<file path="config.mk">
export PLATFORM = sky130hd
export DESIGN_NAME = cpc_ram_paging_ctrl_flat
export DESIGN_NICKNAME = d
export VERILOG_FILES = /design/src/rtl/cpc_ram_paging_ctrl_pkg.sv /design/src/rtl/cpc_ram_paging_ctrl_if.sv /design/src/rtl/cpc_page_wr_filter.sv /design/src/rtl/cpc_ram_paging_ctrl.sv /design/src/flat_wrapper.sv
export SDC_FILE = /design/constraint.sdc
export NUM_CORES = 1
export LEC_CHECK = 0
export ABC_AREA = 1
export BUFFER_PORTS_ARGS = -buffer_cell sky130_fd_sc_hd__buf_2
export CAP_MARGIN = 5
export CORE_UTILIZATION = 45
export CTS_BUF_LIST = sky130_fd_sc_hd__clkbuf_4 sky130_fd_sc_hd__clkbuf_8
export CTS_CLUSTER_SIZE = 14
export DETAILED_ROUTE_END_ITERATION = 10
export GPL_TIMING_DRIVEN = 0
export PLACE_DENSITY = 0.82
export SYNTH_ARGS = -nofsm -noshare
export SYNTH_HDL_FRONTEND = slang
export SYNTH_HIERARCHICAL = 1
export SYNTH_SLANG_ARGS = --single-unit
</file>
<file path="constraint.sdc">
create_clock -name CLK -period 1.7 [get_ports CLK]
set_input_delay 0.17 -clock CLK [delete_from_list [all_inputs] [get_ports CLK]]
set_output_delay 0.17 -clock CLK [all_outputs]
set_load 0.03 [all_outputs]
</file>
<file path="src/rtl/cpc_ram_paging_ctrl_pkg.sv">
// Shared definitions for the CPC external RAM paging controller:
// map modes, port data tag, write-filter states and the block decoder.
package cpc_ram_pkg;

    localparam logic [2:0] MODE_0 = 3'd0;
    localparam logic [2:0] MODE_1 = 3'd1;
    localparam logic [2:0] MODE_2 = 3'd2;
    localparam logic [2:0] MODE_3 = 3'd3;
    localparam logic [2:0] MODE_4 = 3'd4;
    localparam logic [2:0] MODE_5 = 3'd5;
    localparam logic [2:0] MODE_6 = 3'd6;
    localparam logic [2:0] MODE_7 = 3'd7;

    // D7:D6 value that marks a write to the gate-array port as a RAM paging command
    localparam logic [1:0] PORT_DATA_TAG = 2'b11;

    typedef enum logic [1:0] {
        WR_IDLE   = 2'd0,
        WR_ARMED  = 2'd1,
        WR_REJECT = 2'd2
    } wr_state_e;

    // Returns {hit, blk[1:0]} for a map mode and Z80 region r = A[15:14]
    function automatic logic [2:0] blk_decode(input logic [2:0] mode, input logic [1:0] r);
        logic [2:0] res;
        res = 3'b000;
        case (mode)
            MODE_0: res = 3'b000;
            MODE_1, MODE_3: if (r == 2'd3) res = {1'b1, 2'd3};
            MODE_2: res = {1'b1, r};
            MODE_4, MODE_5, MODE_6, MODE_7: if (r == 2'd1) res = {1'b1, mode[1:0]};
            default: res = 3'b000;
        endcase
        return res;
    endfunction

endpackage

</file>
<file path="src/rtl/cpc_ram_paging_ctrl_if.sv">
// Z80 bus, SRAM control and committed page state of the paging controller.
interface cpc_ram_paging_ctrl_if #(parameter int BANK_BITS = 3);

    logic [15:0]          A;
    logic [7:0]           D;
    logic                 MREQ_B;
    logic                 IOREQ_B;
    logic                 WR_B;
    logic                 RAMRD_B;
    logic [BANK_BITS+1:0] ram_adr_hi;
    logic                 ramcs_b;
    logic                 ramwe_b;
    logic                 ramoe_b;
    logic                 RAMDIS;
    logic [2:0]           page_mode;
    logic [BANK_BITS-1:0] page_bank;

    modport master (
        output A, D, MREQ_B, IOREQ_B, WR_B, RAMRD_B,
        input  ram_adr_hi, ramcs_b, ramwe_b, ramoe_b, RAMDIS, page_mode, page_bank
    );

    modport slave (
        input  A, D, MREQ_B, IOREQ_B, WR_B, RAMRD_B,
        output ram_adr_hi, ramcs_b, ramwe_b, ramoe_b, RAMDIS, page_mode, page_bank
    );

endinterface

</file>
<file path="src/rtl/cpc_page_wr_filter.sv">
// Clocked glitch filter for paging OUTs: counts qualified samples, keeps the
// last sampled value in a shadow and pulses commit when the strobe releases.
module cpc_page_wr_filter #(
    parameter int BANK_BITS  = 3,
    parameter int MIN_WR_CYC = 1
) (
    input  logic                 CLK,
    input  logic                 RESET_B,
    input  logic                 qual,
    input  logic [BANK_BITS-1:0] load_bank,
    input  logic [2:0]           load_mode,
    output logic                 commit,
    output logic [BANK_BITS-1:0] shadow_bank,
    output logic [2:0]           shadow_mode
);
    import cpc_ram_pkg::*;

    localparam logic [2:0] MIN_CNT = 3'(MIN_WR_CYC);

    wr_state_e            state_reg, state_next;
    logic [2:0]           cnt_reg, cnt_next;
    logic [BANK_BITS-1:0] bank_reg;
    logic [2:0]           mode_reg;
    logic                 load;

    always_ff @(posedge CLK) begin
        if (!RESET_B) begin
            state_reg <= WR_IDLE;
            cnt_reg   <= 3'd0;
            bank_reg  <= '0;
            mode_reg  <= 3'd0;
        end else begin
            state_reg <= state_next;
            cnt_reg   <= cnt_next;
            if (load) begin
                bank_reg <= load_bank;
                mode_reg <= load_mode;
            end
        end
    end

    always_comb begin
        state_next = state_reg;
        cnt_next   = cnt_reg;
        load       = 1'b0;
        commit     = 1'b0;
        case (state_reg)
            WR_IDLE: begin
                if (qual) begin
                    state_next = WR_ARMED;
                    cnt_next   = 3'd1;
                    load       = 1'b1;
                end
            end
            WR_ARMED: begin
                if (qual) begin
                    // Saturate so long strobes never wrap below the threshold
                    if (cnt_reg != 3'd7) cnt_next = cnt_reg + 3'd1;
                    load = 1'b1;
                end else begin
                    cnt_next = 3'd0;
                    if (cnt_reg >= MIN_CNT) begin
                        commit     = 1'b1;
                        state_next = WR_IDLE;
                    end else begin
                        state_next = WR_REJECT;
                    end
                end
            end
            WR_REJECT: state_next = WR_IDLE;
            default:   state_next = WR_IDLE;
        endcase
    end

    assign shadow_bank = bank_reg;
    assign shadow_mode = mode_reg;

endmodule

</file>
<file path="src/rtl/cpc_ram_paging_ctrl.sv">
// CPC external RAM paging controller: committed bank/mode registers plus the
// combinational SRAM decode from live Z80 bus signals.
module cpc_ram_paging_ctrl #(
    parameter int BANK_BITS  = 3,
    parameter int MIN_WR_CYC = 1
) (
    input  logic                 CLK,
    input  logic                 RESET_B,
    cpc_ram_paging_ctrl_if.slave bus
);
    import cpc_ram_pkg::*;

    logic                 qual;
    logic [BANK_BITS-1:0] port_bank;
    logic                 commit;
    logic [BANK_BITS-1:0] shadow_bank;
    logic [2:0]           shadow_mode;
    logic [2:0]           page_mode_reg;
    logic [BANK_BITS-1:0] page_bank_reg;
    logic [2:0]           dec;
    logic                 sel;
    logic                 cs_b;
    logic                 unused_bus;

    assign qual = !bus.IOREQ_B && !bus.WR_B && !bus.A[15] && (bus.D[7:6] == PORT_DATA_TAG);

    // Low three bank bits come from D5:D3, wider banks take the rest from the port address
    for (genvar gi = 0; gi < BANK_BITS; gi++) begin : g_bank_bit
        if (gi < 3) begin : g_data
            assign port_bank[gi] = bus.D[3+gi];
        end else begin : g_addr
            assign port_bank[gi] = bus.A[gi];
        end
    end

    cpc_page_wr_filter #(
        .BANK_BITS  (BANK_BITS),
        .MIN_WR_CYC (MIN_WR_CYC)
    ) u_wr_filter (
        .CLK         (CLK),
        .RESET_B     (RESET_B),
        .qual        (qual),
        .load_bank   (port_bank),
        .load_mode   (bus.D[2:0]),
        .commit      (commit),
        .shadow_bank (shadow_bank),
        .shadow_mode (shadow_mode)
    );

    always_ff @(posedge CLK) begin
        if (!RESET_B) begin
            page_mode_reg <= MODE_0;
            page_bank_reg <= '0;
        end else if (commit) begin
            page_mode_reg <= shadow_mode;
            page_bank_reg <= shadow_bank;
        end
    end

    always_comb begin
        dec  = blk_decode(page_mode_reg, bus.A[15:14]);
        sel  = dec[2];
        cs_b = !(sel && !bus.MREQ_B);
    end

    assign bus.RAMDIS     = sel;
    assign bus.ramcs_b    = cs_b;
    assign bus.ramwe_b    = bus.WR_B | bus.MREQ_B;
    assign bus.ramoe_b    = bus.RAMRD_B | cs_b;
    assign bus.ram_adr_hi = {page_bank_reg, (sel ? dec[1:0] : 2'b00)};
    assign bus.page_mode  = page_mode_reg;
    assign bus.page_bank  = page_bank_reg;

    // Address/data bits outside the decoded fields are intentionally ignored
    assign unused_bus = ^{bus.A, bus.D};

endmodule
</file>
<file path="src/flat_wrapper.sv">
// flat-port wrapper written by rule: the top's interface ports become plain ports
module cpc_ram_paging_ctrl_flat import cpc_ram_pkg::*;
#(
    parameter int BANK_BITS  = 3,
    parameter int MIN_WR_CYC = 1
)
  (CLK, RESET_B, bus_A, bus_D, bus_MREQ_B, bus_IOREQ_B, bus_WR_B, bus_RAMRD_B, bus_ram_adr_hi, bus_ramcs_b, bus_ramwe_b, bus_ramoe_b, bus_RAMDIS, bus_page_mode, bus_page_bank);
  cpc_ram_paging_ctrl_if #(.BANK_BITS(BANK_BITS)) bus_i ();
  input  logic CLK;
  input  logic RESET_B;
  input wire logic [$bits(bus_i.A)-1:0] bus_A;
  input wire logic [$bits(bus_i.D)-1:0] bus_D;
  input wire logic [$bits(bus_i.MREQ_B)-1:0] bus_MREQ_B;
  input wire logic [$bits(bus_i.IOREQ_B)-1:0] bus_IOREQ_B;
  input wire logic [$bits(bus_i.WR_B)-1:0] bus_WR_B;
  input wire logic [$bits(bus_i.RAMRD_B)-1:0] bus_RAMRD_B;
  output wire logic [$bits(bus_i.ram_adr_hi)-1:0] bus_ram_adr_hi;
  output wire logic [$bits(bus_i.ramcs_b)-1:0] bus_ramcs_b;
  output wire logic [$bits(bus_i.ramwe_b)-1:0] bus_ramwe_b;
  output wire logic [$bits(bus_i.ramoe_b)-1:0] bus_ramoe_b;
  output wire logic [$bits(bus_i.RAMDIS)-1:0] bus_RAMDIS;
  output wire logic [$bits(bus_i.page_mode)-1:0] bus_page_mode;
  output wire logic [$bits(bus_i.page_bank)-1:0] bus_page_bank;
  assign bus_i.A = bus_A;
  assign bus_i.D = bus_D;
  assign bus_i.MREQ_B = bus_MREQ_B;
  assign bus_i.IOREQ_B = bus_IOREQ_B;
  assign bus_i.WR_B = bus_WR_B;
  assign bus_i.RAMRD_B = bus_RAMRD_B;
  assign bus_ram_adr_hi = bus_i.ram_adr_hi;
  assign bus_ramcs_b = bus_i.ramcs_b;
  assign bus_ramwe_b = bus_i.ramwe_b;
  assign bus_ramoe_b = bus_i.ramoe_b;
  assign bus_RAMDIS = bus_i.RAMDIS;
  assign bus_page_mode = bus_i.page_mode;
  assign bus_page_bank = bus_i.page_bank;
  cpc_ram_paging_ctrl #(.BANK_BITS(BANK_BITS), .MIN_WR_CYC(MIN_WR_CYC)) u_core (.CLK(CLK), .RESET_B(RESET_B), .bus(bus_i));
endmodule
</file>
Word-level counts from Yosys, hierarchy flattened
Cells that the tools add are included.
Widths: inputs -> output; s select.
{"block": "op_classes", "n_bitwise": 2, "mux": 17, "n_eq_ne": 15, "add_sub_neg": 1, "reduce_logical": 17, "n_lt_le_gt_ge": 1}
{"op": "$mux 3", "n": 5}
{"op": "$eq 3x3->1 const B", "n": 4}
{"op": "$pmux 3 s4", "n": 1}
{"op": "$mux 2", "n": 4}
{"op": "$eq 3x2->1 const B", "n": 2}
{"op": "$ne 3x3->1 const B", "n": 2}
{"op": "$pmux 3 s2", "n": 1}
{"op": "$logic_not 1->1", "n": 5}
{"op": "$mux 1", "n": 5}
{"op": "$eq 2x1->1 const B", "n": 2}
{"op": "$eq 2x2->1 const B", "n": 2}
{"op": "$logic_and 1x1->1", "n": 4}
{"op": "$pmux 2 s2", "n": 1}
{"op": "$reduce_or 2->1", "n": 2}
{"op": "$reduce_or 4->1", "n": 1}
{"op": "$add 3x1->3 const B", "n": 1}
{"op": "$eq 3x1->1 const B", "n": 1}
{"op": "$ge 3x1->1 const B", "n": 1}
{"op": "$logic_not 3->1", "n": 1}
{"op": "$reduce_and 3->1", "n": 1}
{"op": "$logic_not 2->1", "n": 1}
{"op": "$ne 2x1->1 const B", "n": 1}
{"op": "$ne 2x2->1 const B", "n": 1}
{"op": "$or 1x1->1", "n": 2}
{"op": "other kinds (2)", "n": 2}
{"block": "word_totals", "word_cells": 59, "input_bits": 30, "ff_bits": 17, "output_inout_bits": 15}

Depth between registers and ports, before layout
{"block": "logic_depth", "depth_word": 6, "ltp_mapped": 8, "ltp_nobuf": 8}

Cells and area by module
Netlist, hierarchy kept.
{"module": "cpc_page_wr_filter", "instances": 1, "seq_area_each_um2": 220.2, "area_each_um2": 510.5, "cells_per_inst": 71}
{"module": "cpc_ram_paging_ctrl", "instances": 1, "seq_area_each_um2": 120.1, "area_each_um2": 337.8, "cells_per_inst": 52}

Least setup slack after synthesis
Ideal clock, no wire load.
{"block": "synth_timing", "path_type": "input port to flip-flop", "from": "in bus_A[15]", "to": "reg u_core.page_mode_reg[0], in the netlist u_core/bus.page_mode[0]", "slack_ps": 181, "setup_ps": 65, "required_time_ps": 1635, "path_stages": 7, "path_buffers": 0, "arrival_ps": 1454, "cell_sequence": "nor4_1 > inv_2 > nand3_2 > a21oi_1 > inv_1 > nor2_1 > nor2_1"}
{"block": "synth_via", "elab_chain_len": 5}
{"item": "start: declaration", "line_no": "flat_wrapper.sv:11", "rtl": "input wire logic [$bits(bus_i.A)-1:0] bus_A;"}
{"item": "$logic_not 1->1", "line_no": "cpc_ram_paging_ctrl.sv:25", "rtl": "assign qual = !bus.IOREQ_B && !bus.WR_B && !bus.A[15] && (bus.D[7:6] == PORT_DATA_TAG);"}
{"item": "$logic_and 1x1->1 (2 in series)", "line_no": "cpc_ram_paging_ctrl.sv:25"}
{"item": "$mux 1", "line_no": "cpc_page_wr_filter.sv:56", "rtl": "if (qual) begin"}
{"item": "$mux 1", "line_no": "cpc_page_wr_filter.sv:47", "rtl": "case (state_reg)"}
{"item": "net u_core.commit", "line_no": "cpc_ram_paging_ctrl.sv:15", "rtl": "logic commit;"}
{"item": "end signal: assignment", "line_no": "cpc_ram_paging_ctrl.sv:55", "rtl": "page_mode_reg <= shadow_mode;"}
{"item": "end: declaration", "line_no": "cpc_ram_paging_ctrl.sv:18", "rtl": "logic [2:0] page_mode_reg;"}
The timed path passes the listed nets, and every way through them passes these cells.
A chain may end at the register's enable or synchronous reset.

Worst setup path in the final report
{"block": "layout_timing", "from": "reg u_core.u_wr_filter.state_reg[1]", "to": "reg u_core.page_bank_reg[1], in the netlist u_core/bus.page_bank[1]"}
{"block": "layout_via", "elab_chain_len": 2}
{"item": "start: declaration", "line_no": "cpc_page_wr_filter.sv:20", "rtl": "wr_state_e state_reg, state_next;"}
{"item": "start signal: assignment", "line_no": "cpc_page_wr_filter.sv:33", "rtl": "state_reg <= state_next;"}
{"item": "$eq 2x1->1", "line_no": "cpc_page_wr_filter.sv:47"}
{"item": "$mux 1", "line_no": "cpc_page_wr_filter.sv:47"}
{"item": "net u_core.commit", "line_no": "cpc_ram_paging_ctrl.sv:15"}
{"item": "end signal: assignment", "line_no": "cpc_ram_paging_ctrl.sv:56", "rtl": "page_bank_reg <= shadow_bank;"}
{"item": "end: declaration", "line_no": "cpc_ram_paging_ctrl.sv:19", "rtl": "logic [BANK_BITS-1:0] page_bank_reg;"}
The timed path passes the listed nets, and every way through them passes these cells.

==> run_results.csv <==
group,metric,value,unit
sta,setup_ws,0.163,ns
drt,drtPass1Iterations,4,
floorplanning,dieArea,2060,µm²
grt,grt.overflow.total,0,
clock_tree,post_cts_buffers,0,
critical_path,crit_chain,"inv_1 > nand3_2 > a21oi_1 > inv_1 > nor2_1 > nor2_1",
critical_path,arrival,1.72,ns
critical_path,slowest_delay,0.39,ns
layout,syn2layout_area_growth,25.4,%
drt,wl_per_cell,9.74,µm
grt,grt_max_degree,11,
sta,maxSlewHeadroom,59.3,%
logic_synthesis,netlist_instances,123,
clock_tree,clockRootBuffer,"clkbuf_4",
logic_synthesis,yosys.area.top_type,"dfxtp_1",
floorplanning,die-width,45.4,µm
clock_tree,cts_tree,"built",
drt,wl_met3,57,µm
logic_synthesis,yosysSeqAreaShare,40.1,%
drt,wirelength,1770,µm
layout,n_antenna_cell,0,
drt,route.detailed.drc,0,
floorplanning,core,1750,µm²
sta,post-route-min-period,1.54,ns
logic_synthesis,synth-edff-count,0,
sta,grt_setup_unrepaired,"no",
logic_synthesis,yosysMostFrequentCell,"nor2_1",
clock_tree,htreeDepth,1,
drt,ant_nets,0,
run,maxCapViolCount,0,
logic_synthesis,syn_area,848,µm²
grt,antenna_found_initial,0,
logic_synthesis,synthTopCellsByCount,"nor2_1, dfxtp_1, nand2_1",
critical_path,r2r_slack,0.16,ns
drt,num_vias,838,
critical_path,cp-end-kind,"register",
floorplanning,initial_utilization,48.6,%
sta,tightest_slew,0.605,ns
logic_synthesis,synth.avg_cell_area,6.90,µm²
drt,top_layer_used,"met4",
floorplanning,num_rows,15,
place,globalplace.congestion,0.800,
power_and_ir_drop,fin_total_pwr,673,µW
power_and_ir_drop,p_leak,0.000596,µW
sta,finalSetupViolCount,0,
sta,finalMaxSlewViolations,0,
logic_synthesis,synth-seq-cells,17,
critical_path,crit_required,1.89,ns
clock_tree,numCtsBuffers,3,
logic_synthesis,synth_top_area_share,40.1,%
critical_path,crit_path_top_delay_cell,"a21oi_1",
clock_tree,cts_buffer_depth,2,
floorplanning,ios,45,
logic_synthesis,syn-num-nets,156,
sta,min_period_over_period,90.4,%
layout,drive_gt1_share,31.2,%
sta,timing.fmax,651,MHz
sta,skew,0.00788,ns
clock_tree,path_clk_slew,0.10,ns
layout,nNetsFinal,191,
logic_synthesis,yosysWarnings,6,
sta,finalHoldViolCount,0,
critical_path,worst_setup_path_start_kind,"register",
grt,grt_use_total,18.3,%
drt,viasPerCell,4.60,
logic_synthesis,async_reset_ff_share,0,%
logic_synthesis,ys_types,17,
critical_path,path_max_fanout,8,
critical_path,path_class,"register to register",
hold_path,hp-class,"input port to register",
grt,grt_pass1_vias,699,
place,pre_cts_ws,-0.301,ns
power_and_ir_drop,powerDensity,633,nW/µm²
logic_synthesis,synth_ff_type,"dfxtp_1",
status,status,"complete, no violations",
power_and_ir_drop,peakVddDrop,519,µV
drt,drtIter0Drc,10,
place,io_buffers,30,
place,hpwl,1380,µm
clock_tree,numClockSinks,17,
floorplanning,die_y,45.4,µm
drt,met1Wirelength,881,µm
logic_synthesis,netlist_top_cells_area,"dfxtp_1, nor2_1, nand2_1",
clock_tree,clk_latency,0.28,ns
drt,met2_length,817,µm
grt,grt_pass1_wl,2790,µm
worst max-delay path, delay by kind of cell (launching register included):
family	cells	cell delay, ns
simple gates	3	0.38
compound gates	1	0.39
flops	1	0.35
buf+inv	2	0.33
layout by cell type (no fill, tap or decap):
cell type / instances
inv_1: 14
o21ai_0: 12
nand3_1: 7
buf_2: 31
inv_2: 2
a21oi_1: 4
nand2_2: 1
nand2_1: 17
nor2_2: 1
ha_1: 3
dfxtp_1: 17
clkbuf_4: 3
nor2_1: 34
buf_4: 3
or2_2: 1
clkinv_2: 1
nand3_2: 4
nor4_2: 1
nor2_4: 1
routing by layer:
layer / track usage (%) / vias to the layer above
met5: 0 / -
li1: - / 451
met1: 24.4 / 363
met3: 2.38 / 2
met4: 7.27 / 0
met2: 29.7 / 22
stage by stage:
| stage | std cells | setup TNS, ns | utilization, % | hold slack (ns) | area, µm² |
|---|---|---|---|---|---|
| finish | 182 | 0 | 60.9 | 0.106 | 1060 |
| global route | 182 | 0 | 60.9 | 0.113 | 1060 |
| CTS | 182 | 0 | 60.9 | 0.0966 | 1060 |
| detailed placement | 178 | -2.57 | 59.0 | 0.396 | 1030 |
| global placement | 178 | -1.62 | 59.0 | 0.393 | 1030 |
| floorplan | 123 | 0 | - | 0.305 | 848 |
cell families (layout without fill, tap and decap cells):
group / count (synthesis) / count (layout) / share of synthesized area (%)
compound gates: 16 / 16 / 9.44
fa+ha+maj: 3 / 3 / 4.43
buf+inv: 20 / 54 / 10.3
flops: 17 / 17 / 40.1
simple gates: 67 / 67 / 35.7
what timing repair did:
item | in CTS | in global routing
endpoints found under the setup margin | 1 | 0
gates resized for setup | 1 | 0
hold buffers | 0 | 0
report_power, final:
part | internal [µW] | switching, µW
clock | 87.3 | 119
sequential | 404 | 4.26
combinational | 25.3 | 33.3
total | 517 | 156
path summary, 6_finish.rpt:
path / start / to / depth (start not counted)
worst max-delay path: u_core/u_wr_filter/state_reg[1] / u_core/bus.page_bank[1] / 6
worst min-delay path: bus_D[4] / u_core/u_wr_filter/shadow_bank[1] / 3
worst max register to register: u_core/u_wr_filter/state_reg[1] / u_core/bus.page_bank[1] / 6
worst min register to register: u_core/u_wr_filter/shadow_mode[1] / u_core/bus.page_mode[1] / 2
cell type report:
cell class | count | area (µm²)
Sequential cell | 17 | 340
Buffer | 4 | 27.5
Clock buffer | 3 | 22.5
Clock inverter | 1 | 5.00
Inverter | 16 | 60.1
Fill cell | 166 | 682
Tap cell | 25 | 31.3
Multi-Input combinational cell | 86 | 427
Timing Repair Buffer | 30 | 150
(Power assumes the default switching activity.)
